===== config.mk =====
export PLATFORM = sky130hd
export DESIGN_NAME = sqrt_seq_unit
export DESIGN_NICKNAME = d
export VERILOG_FILES = /design/src/rtl/sqrt_pkg.sv /design/src/rtl/sqrt_step.sv /design/src/rtl/sqrt_seq_unit.sv
export SDC_FILE = /design/constraint.sdc
export NUM_CORES = 1
export LEC_CHECK = 0
export CORE_ASPECT_RATIO = 1.4
export CORE_UTILIZATION = 55
export CTS_BUF_LIST = sky130_fd_sc_hd__clkbuf_4 sky130_fd_sc_hd__clkbuf_8 sky130_fd_sc_hd__clkbuf_16
export DETAILED_ROUTE_END_ITERATION = 16
export DONT_BUFFER_PORTS = 1
export PLACE_DENSITY = 0.76
export SLEW_MARGIN = 20
export SYNTH_ARGS = -nofsm -noshare
export SYNTH_HDL_FRONTEND = slang
export SYNTH_SLANG_ARGS = --single-unit

===== constraint.sdc =====
create_clock -name clk -period 2.54 [get_ports clk]
set_input_delay 0.508 -clock clk [delete_from_list [all_inputs] [get_ports clk]]
set_output_delay 0.508 -clock clk [all_outputs]
set_load 0.05 [all_outputs]

===== src/rtl/sqrt_pkg.sv =====
// Shared types and sizing helpers for the sequential square-root unit.
package sqrt_pkg;

  typedef enum logic [1:0] {
    IDLE = 2'b00,
    CALC = 2'b01,
    DONE = 2'b10
  } state_t;

  function automatic int rw_of(input int width);
    return width / 2;
  endfunction

  function automatic int cnt_w(input int rw);
    return (rw > 1) ? $clog2(rw) : 1;
  endfunction

endpackage


===== src/rtl/sqrt_step.sv =====
// One restoring square-root iteration: consumes two radicand bits, yields one root bit.
module sqrt_step #(
  parameter int RW = 4
) (
  input  logic [RW-1:0] i_q,
  input  logic [RW:0]   i_r,
  input  logic [1:0]    i_bits,
  output logic [RW-1:0] o_q,
  output logic [RW:0]   o_r
);

  logic [RW+2:0] w_rp, w_sub, w_t;
  logic          w_neg;
  logic          w_unused;

  assign w_rp  = {i_r, i_bits};
  assign w_sub = {1'b0, i_q, 2'b01};
  assign w_t   = w_rp - w_sub;
  // Top bit acts as the sign: R' stays below 2^(RW+2), so it never carries real magnitude.
  assign w_neg = w_t[RW+2];

  // The partial root shifts left once per step, so its MSB is always zero on entry.
  assign w_unused = ^{i_q[RW-1], w_t[RW+1]};

  always_comb begin
    o_q = {i_q[RW-2:0], ~w_neg};
    o_r = w_neg ? w_rp[RW:0] : w_t[RW:0];
  end

endmodule


===== src/rtl/sqrt_seq_unit.sv =====
// Sequential floor(sqrt(D)), two radicand bits per cycle, start/busy/done handshake.
// Define SQRT_REMAINDER_EN to add the registered remainder output.
module sqrt_seq_unit
  import sqrt_pkg::*;
#(
  parameter int WIDTH = 8
) (
  input  logic                   clk,
  input  logic                   rst_n,
  input  logic                   start,
  input  logic [WIDTH-1:0]       radicand,
  output logic                   busy,
  output logic                   done,
  output logic [rw_of(WIDTH)-1:0] root
`ifdef SQRT_REMAINDER_EN
  ,
  output logic [rw_of(WIDTH):0]  remainder
`endif
);

  localparam int RW = rw_of(WIDTH);
  localparam int CW = cnt_w(RW);

  state_t           r_state, w_nxt;
  logic [CW-1:0]    r_cnt;
  logic [WIDTH-1:0] r_d;
  logic [RW-1:0]    r_q, r_root;
  logic [RW:0]      r_r;
  logic [RW-1:0]    w_qn;
  logic [RW:0]      w_rn;
  logic             w_last;

  sqrt_step #(.RW(RW)) u_step (
    .i_q    (r_q),
    .i_r    (r_r),
    .i_bits (r_d[WIDTH-1:WIDTH-2]),
    .o_q    (w_qn),
    .o_r    (w_rn)
  );

  assign w_last = (r_cnt == CW'(RW-1));

  always_comb begin
    w_nxt = r_state;
    case (r_state)
      IDLE:    if (start) w_nxt = CALC;
      CALC:    if (w_last) w_nxt = DONE;
      DONE:    w_nxt = IDLE;
      default: w_nxt = IDLE;
    endcase
  end

  always_ff @(posedge clk or negedge rst_n) begin
    if (!rst_n) begin
      r_state <= IDLE;
      r_cnt   <= '0;
      r_d     <= '0;
      r_q     <= '0;
      r_r     <= '0;
      r_root  <= '0;
    end else begin
      r_state <= w_nxt;
      if (r_state == IDLE && start) begin
        r_d   <= radicand;
        r_q   <= '0;
        r_r   <= '0;
        r_cnt <= '0;
      end else if (r_state == CALC) begin
        r_d   <= {r_d[WIDTH-3:0], 2'b00};
        r_q   <= w_qn;
        r_r   <= w_rn;
        r_cnt <= r_cnt + 1'b1;
        if (w_last) r_root <= w_qn;
      end
    end
  end

`ifdef SQRT_REMAINDER_EN
  logic [RW:0] r_rem;

  always_ff @(posedge clk or negedge rst_n) begin
    if (!rst_n)                      r_rem <= '0;
    else if (r_state == CALC && w_last) r_rem <= w_rn;
  end

  assign remainder = r_rem;
`endif

  assign root = r_root;
  assign busy = (r_state != IDLE);
  assign done = (r_state == DONE);

endmodule

==> results of run 1 <==
-- cells in the mapped netlist --
cell type,number,area (sq um)
o211ai_1,2,15.0
inv_1,9,33.8
nand2b_1,4,25.0
a22oi_1,6,45.0
o311ai_2,1,16.3
nor2b_1,4,25.0
ha_1,6,75.1
o211a_4,1,17.5
nand2_1,23,86.3
xnor2_1,2,17.5
a22o_1,1,8.76
o2111ai_1,5,43.8
o311ai_4,2,52.6
buf_1,1,3.75
clkbuf_2,1,5.00
o21ai_0,16,80.1
and2_1,3,18.8
a32o_1,2,20.0
and3b_1,1,8.76
a2111o_1,1,11.3
a21oi_1,3,15.0
nand3_1,1,5.00
a211oi_2,1,12.5
dfrtp_1,25,626
clkbuf_1,3,11.3
o21ai_1,1,5.00
o21bai_1,1,7.51
nor2_1,7,26.3
-- per-layer routing --
| layer | track usage | vias to the layer above |
|---|---|---|
| met5 | 0 | - |
| met4 | 0.143 | 0 |
| met3 | 0.0483 | 7 |
| met2 | 0.409 | 26 |
| met1 | 0.251 | 487 |
| li1 | - | 480 |
-- layout make-up --
cell class,instances,area [sq um]
Tap cell,22,27.5
Fill cell,179,827
Sequential cell,25,626
Inverter,9,33.8
Multi-Input combinational cell,94,638
Timing Repair Buffer,4,45.0
Clock buffer,3,22.5
Clock inverter,1,7.51
-- state kept, by name (all words and copies together) (netlist names) --
register	flops
r_d	8
root	4
r_cnt	2
r_q	4
r_state	2
r_r	5
-- cell families after synthesis --
| kind of cell | Yosys count |
|---|---|
| adders and majority gates | 6 |
| DFF | 25 |
| buffers and inverters | 14 |
| AOI/OAI and AO/OA | 43 |
| xor gates and xnor gates | 2 |
| and+or+nand+nor | 43 |
-- worst paths after layout --
path | depth (start not counted) | startpoint | endpoint
worst max-delay path | 2 | r_state[0] | busy
worst min-delay path | 1 | start | r_d[1]
worst max register to register | 6 | r_q[1] | r_r[4]
worst min register to register | 2 | r_q[3] | r_q[3]
max in group asynchronous | 2 | rst_n | r_r[2]
min in group asynchronous | 2 | rst_n | r_q[3]
-- stage by stage --
step	hold slack, ns	util	power (mW)	setup slack, ns
finish	0.309	0.629	2.19	0.592
CTS	0.308	0.629	2.20	0.590
global route	0.292	0.629	2.37	0.514
floorplan	0.212	-	1.78	0.744
detailed placement	0.213	0.602	2.01	0.667
global placement	0.213	0.602	1.95	0.714
-- worst max-delay path, cell delays in order (launching register included) --
cell and delay [ns]:
dfrtp_1 0.62, nor2_1 0.13, inv_1 0.35
-- power breakdown --
| group | switching (mW) | internal [mW] |
|---|---|---|
| Combinational | 0.695 | 0.496 |
| Clock | 0.131 | 0.0607 |
| Sequential | 0.237 | 0.572 |
==> results_dict.tcl, run 1 <==
set metrics [dict create \
    status "finished with violations" \
    violations "DRC" \
    instances_no_fill 158 \
    end_kind "primary output" \
    cts_made_buffers 3 \
    synth_compound_area_frac 0.266 \
    synthesis.area_sq_mm 0.00132 \
    relSlewSlack 0.656 \
    portBuffers 0 \
    hpwlAfterDp_microns 1790 \
    die-area_sq_mm 0.00260 \
    cp.required_ns 2.03 \
    hold_class "in2reg" \
    slew_viol_final 0 \
    grt_first_pass_wirelength_microns 4240 \
    synthAdderAreaFrac 0.0570 \
    fmax_ghz 0.513 \
    cts_tree "yes" \
    synth_top_family_by_area "compound AO/OA/AOI/OAI gates" \
    fin_area_sq_mm 0.00140 \
    p_leak_nw 0.610 \
    firstDrtPassIters 10 \
    cts_resized 0 \
    gp_congestion 0.878 \
    vias_per_cell 6.33 \
    timing.final.crit_share 0.767 \
    place_inst 152 \
    cts_post_setup_buffers_inserted 0 \
    coreArea_sq_mm 0.00223 \
    rows 20 \
    ys_warn_count 0 \
    clock_latency_ns 0.34 \
    ioPinCount 17 \
    track_usage 0.232 \
    wl_met3_microns 99 \
    final_cell_mix "dfrtp_1 (25), nand2_1 (23), o21ai_0 (16)" \
    p_per_area_mw_per_mm2 1560 \
    top_layer "met4" \
    clock_sinks 25 \
    synthSimpleGateAreaFrac 0.148 \
    die_h_microns 59.9 \
    synth_seq_cells 25 \
    wl_met1_microns 984 \
    vdd_drop_max_uv 953 \
    cts_root_buffer "clkbuf_4" \
    routed_wirelength_microns 2430 \
    nets 154 \
    rsz0062_at_grt "false" \
    fin_tns_setup_ns 0 \
    drt-wirelength-per-cell_microns 15.4 \
    maxCapViolations 0 \
    htreeDepth 1 \
    critPathKind "reg2out" \
    rrSetupSlack_ns 0.64 \
    synthXorXnorAreaFrac 0.0133 \
    start_util 0.592 \
    layout_commonest_cell "dfrtp_1" \
    synthCells 133 \
    finalSetupViolations 0 \
    postRouteAntennaNets 0 \
    worst-slew-pin-transition_ns 0.516 \
    grt_remaining_overflow 0 \
    ys_types 28 \
    area_growth_pct 6.27 \
    path_max_fanout 13 \
    dr.first_iter.drc_count 19 \
    clkSlewWorstSetupHoldPaths_ns 0.14 \
    worstPathArrival_ns 1.44 \
    cts_hold_buffers 2 \
    grt_pass1_vias 974 \
    antenna_found_initial 0 \
    diodes 0 \
    hold_violations 0 \
    worstSetupStartpointType "flip-flop" \
    synth_fp_nets 150 \
    clockBufferDepth 2 \
    grt_max_degree 26 \
    die_w_microns 43.4 \
    drc_errors 4 \
    fin_worst_skew_ns 0.00653 \
    drive_gt1_frac 0.0882 \
    placedInstanceArea_sq_mm 0.00134 \
    synthMuxAreaShare 0 \
    fin_crit_ns 1.95 \
    seq_area_frac_synth 0.475 \
    via_count 1000 \
    synth_area_per_cell_sq_um 9.91 \
    wl_met2_microns 1260 \
]
(Power assumes the default switching activity.)
==> run 2: changes to the inputs <==
Settings changed: PLACE_DENSITY 0.76 to 0.79.
Clock period 2.54 ns to 1.6 ns, I/O delays scaled along.
==> run 2 against run 1 <==
Net effect:
- the run ends with DRC, setup timing left
- critical path depth rose by 3
- cell count rose by 18%
- sequential power rose by 55%
- routed wire length rose by 15%
- utilization rose by 12 points
- first-iteration DRC count rose by 89%
- power rose by 95%
- clock skew fell by 0.0025 ns
- critical path type is now reg2reg
- largest cell class unchanged
==> results_dict.tcl, run 2 (synthesized netlist as in run 1, its figures left out) <==
set metrics [dict create \
    rrSetupSlack_ns -0.18 \
    worstPathCellList "ha_4 > nand2b_4 > a2111o_1 > o211a_4 > o311ai_2" \
    via_count 1102 \
    ioPinCount 17 \
    fmax_ghz 0.563 \
    rsz0062_at_grt "true" \
    nets 182 \
    die_h_microns 59.9 \
    p_leak_nw 0.748 \
    slew_viol_final 0 \
    htreeDepth 1 \
    cp.required_ns 1.84 \
    drive_gt1_frac 0.323 \
    antenna_found_initial 0 \
    worstPathArrival_ns 2.02 \
    r2r-end "r_r[1]" \
    coreArea_sq_mm 0.00223 \
    largest_register_ff_count 8 \
    grt_remaining_overflow 0 \
    multiInputGateArea_sq_um 698 \
    relSlewSlack 0.635 \
    die-area_sq_mm 0.00260 \
    worstRegToRegCells 5 \
    final_cell_mix "buf_4 (29), dfrtp_1 (25), nand2_1 (23)" \
    firstDrtPassIters 10 \
    fin_crit_ns 1.78 \
    slowest_stage "dfrtp_1" \
    die_w_microns 43.4 \
    slowest_delay_ns 0.45 \
    hold_class "in2reg" \
    start_util 0.592 \
    track_usage 0.254 \
    finalPower_mw 4.28 \
    violations "DRC, setup timing" \
    routed_wirelength_microns 2790 \
    hold_start "start" \
    maxCapViolations 0 \
    diodes 0 \
    hold-worst-slack_ns 0.140 \
    clkSlewWorstSetupHoldPaths_ns 0.14 \
    top_regs "r_d x8, r_r x5" \
    clock_sinks 25 \
    vdd_drop_max_uv 1500 \
    area_growth_pct 26.1 \
    cp_num_cells 5 \
    status "finished with violations" \
    cts_tree "yes" \
    hold_end "r_d[0]" \
    fin_ws_ns -0.176 \
    critical_path_buf_inv_count 0 \
    fin_tns_setup_ns -0.969 \
    layout_commonest_cell "buf_4" \
    dr.first_iter.drc_count 36 \
    fin_worst_skew_ns 0.00400 \
    worstSetupStartpointType "flip-flop" \
    grt_pass1_vias 1144 \
    cts_root_buffer "clkbuf_4" \
    timing.final.crit_share 1.11 \
    portBuffers 0 \
    finalSetupViolations 7 \
    rows 20 \
    path_delay_family "compound AO/OA/AOI/OAI gates" \
    grt_max_degree 26 \
    drt-wirelength-per-cell_microns 15.0 \
    crit_path_start "r_r[0]" \
    cts_made_buffers 3 \
    clock_latency_ns 0.33 \
    hold_violations 0 \
    clockBufferDepth 2 \
    gp_congestion 0.833 \
    hpwlAfterDp_microns 2000 \
    end_kind "flip-flop" \
    p_per_area_mw_per_mm2 2580 \
    r2r_start "r_r[0]" \
    ff_latch_area_sq_um 626 \
    path_max_fanout 7 \
    critPathKind "reg2reg" \
    drc_errors 2 \
    fill_cells 170 \
    grt_first_pass_wirelength_microns 4770 \
    whs_path_depth 1 \
    worst-slew-pin-transition_ns 0.547 \
    postRouteAntennaNets 0 \
    vias_per_cell 5.92 \
    top_register "r_d" \
]
## run 2: changes by cell type in the layout (fill, tap and decap cells not counted), moves of 2 or more
cell,before,now
buf_4,2,29
ha_1,6,3
ha_4,0,2
inv_1,9,5
inv_2,0,3
nor2_1,7,5
## run 2: how the worst max path moves through the flow
stage | to | slack, ns
after CTS | r_r[1] | -0.18
after global routing | r_r[1] | -0.23
after floorplan | r_r[1] | -0.06
after global placement | r_r[1] | -0.1
after detailed placement | r_r[1] | -0.17
final | r_r[1] | -0.18
## run 2: stage by stage
step           area (sq um)  std cells  setup slack [ns]   util
3_3_place_gp           1520        172           -0.0951  0.683
4_1_cts                1630        183            -0.183  0.731
5_1_grt                1660        186            -0.230  0.746
6_report               1660        186            -0.176  0.746
2_1_floorplan          1350        133           -0.0595      -
3_5_place_dp           1520        172            -0.173  0.683
## run 2: what timing repair did
action	in CTS	in global routing
endpoints found under the hold margin	25	25
setup endpoints to repair	9	9
buffers inserted	6	2
gates resized for setup	9	4
hold buffers	1	1
pin swaps	2	0
cloned	0	0
## run 2: layout make-up
| class | instances | area share |
|---|---|---|
| multi-input cells | 94 | 0.420 |
| well taps | 22 | 0.0166 |
| repair buffers | 32 | 0.147 |
| flip-flops and latches | 25 | 0.377 |
| clock buffers | 3 | 0.0136 |
| inverters | 9 | 0.0218 |
| clock inverters | 1 | 0.00452 |
## run 2: power by group
group	switching [mW]	total (mW)	internal, mW
Clock	0.199	0.295	0.0959
Combinational	1.39	2.74	1.34
Sequential	0.339	1.25	0.908
## run 2: routing by layer
metal  share of wire  global-route usage
met5               0                   0
met2            0.55               0.457
met3           0.029              0.0242
met4           0.025               0.156
met1            0.40               0.283
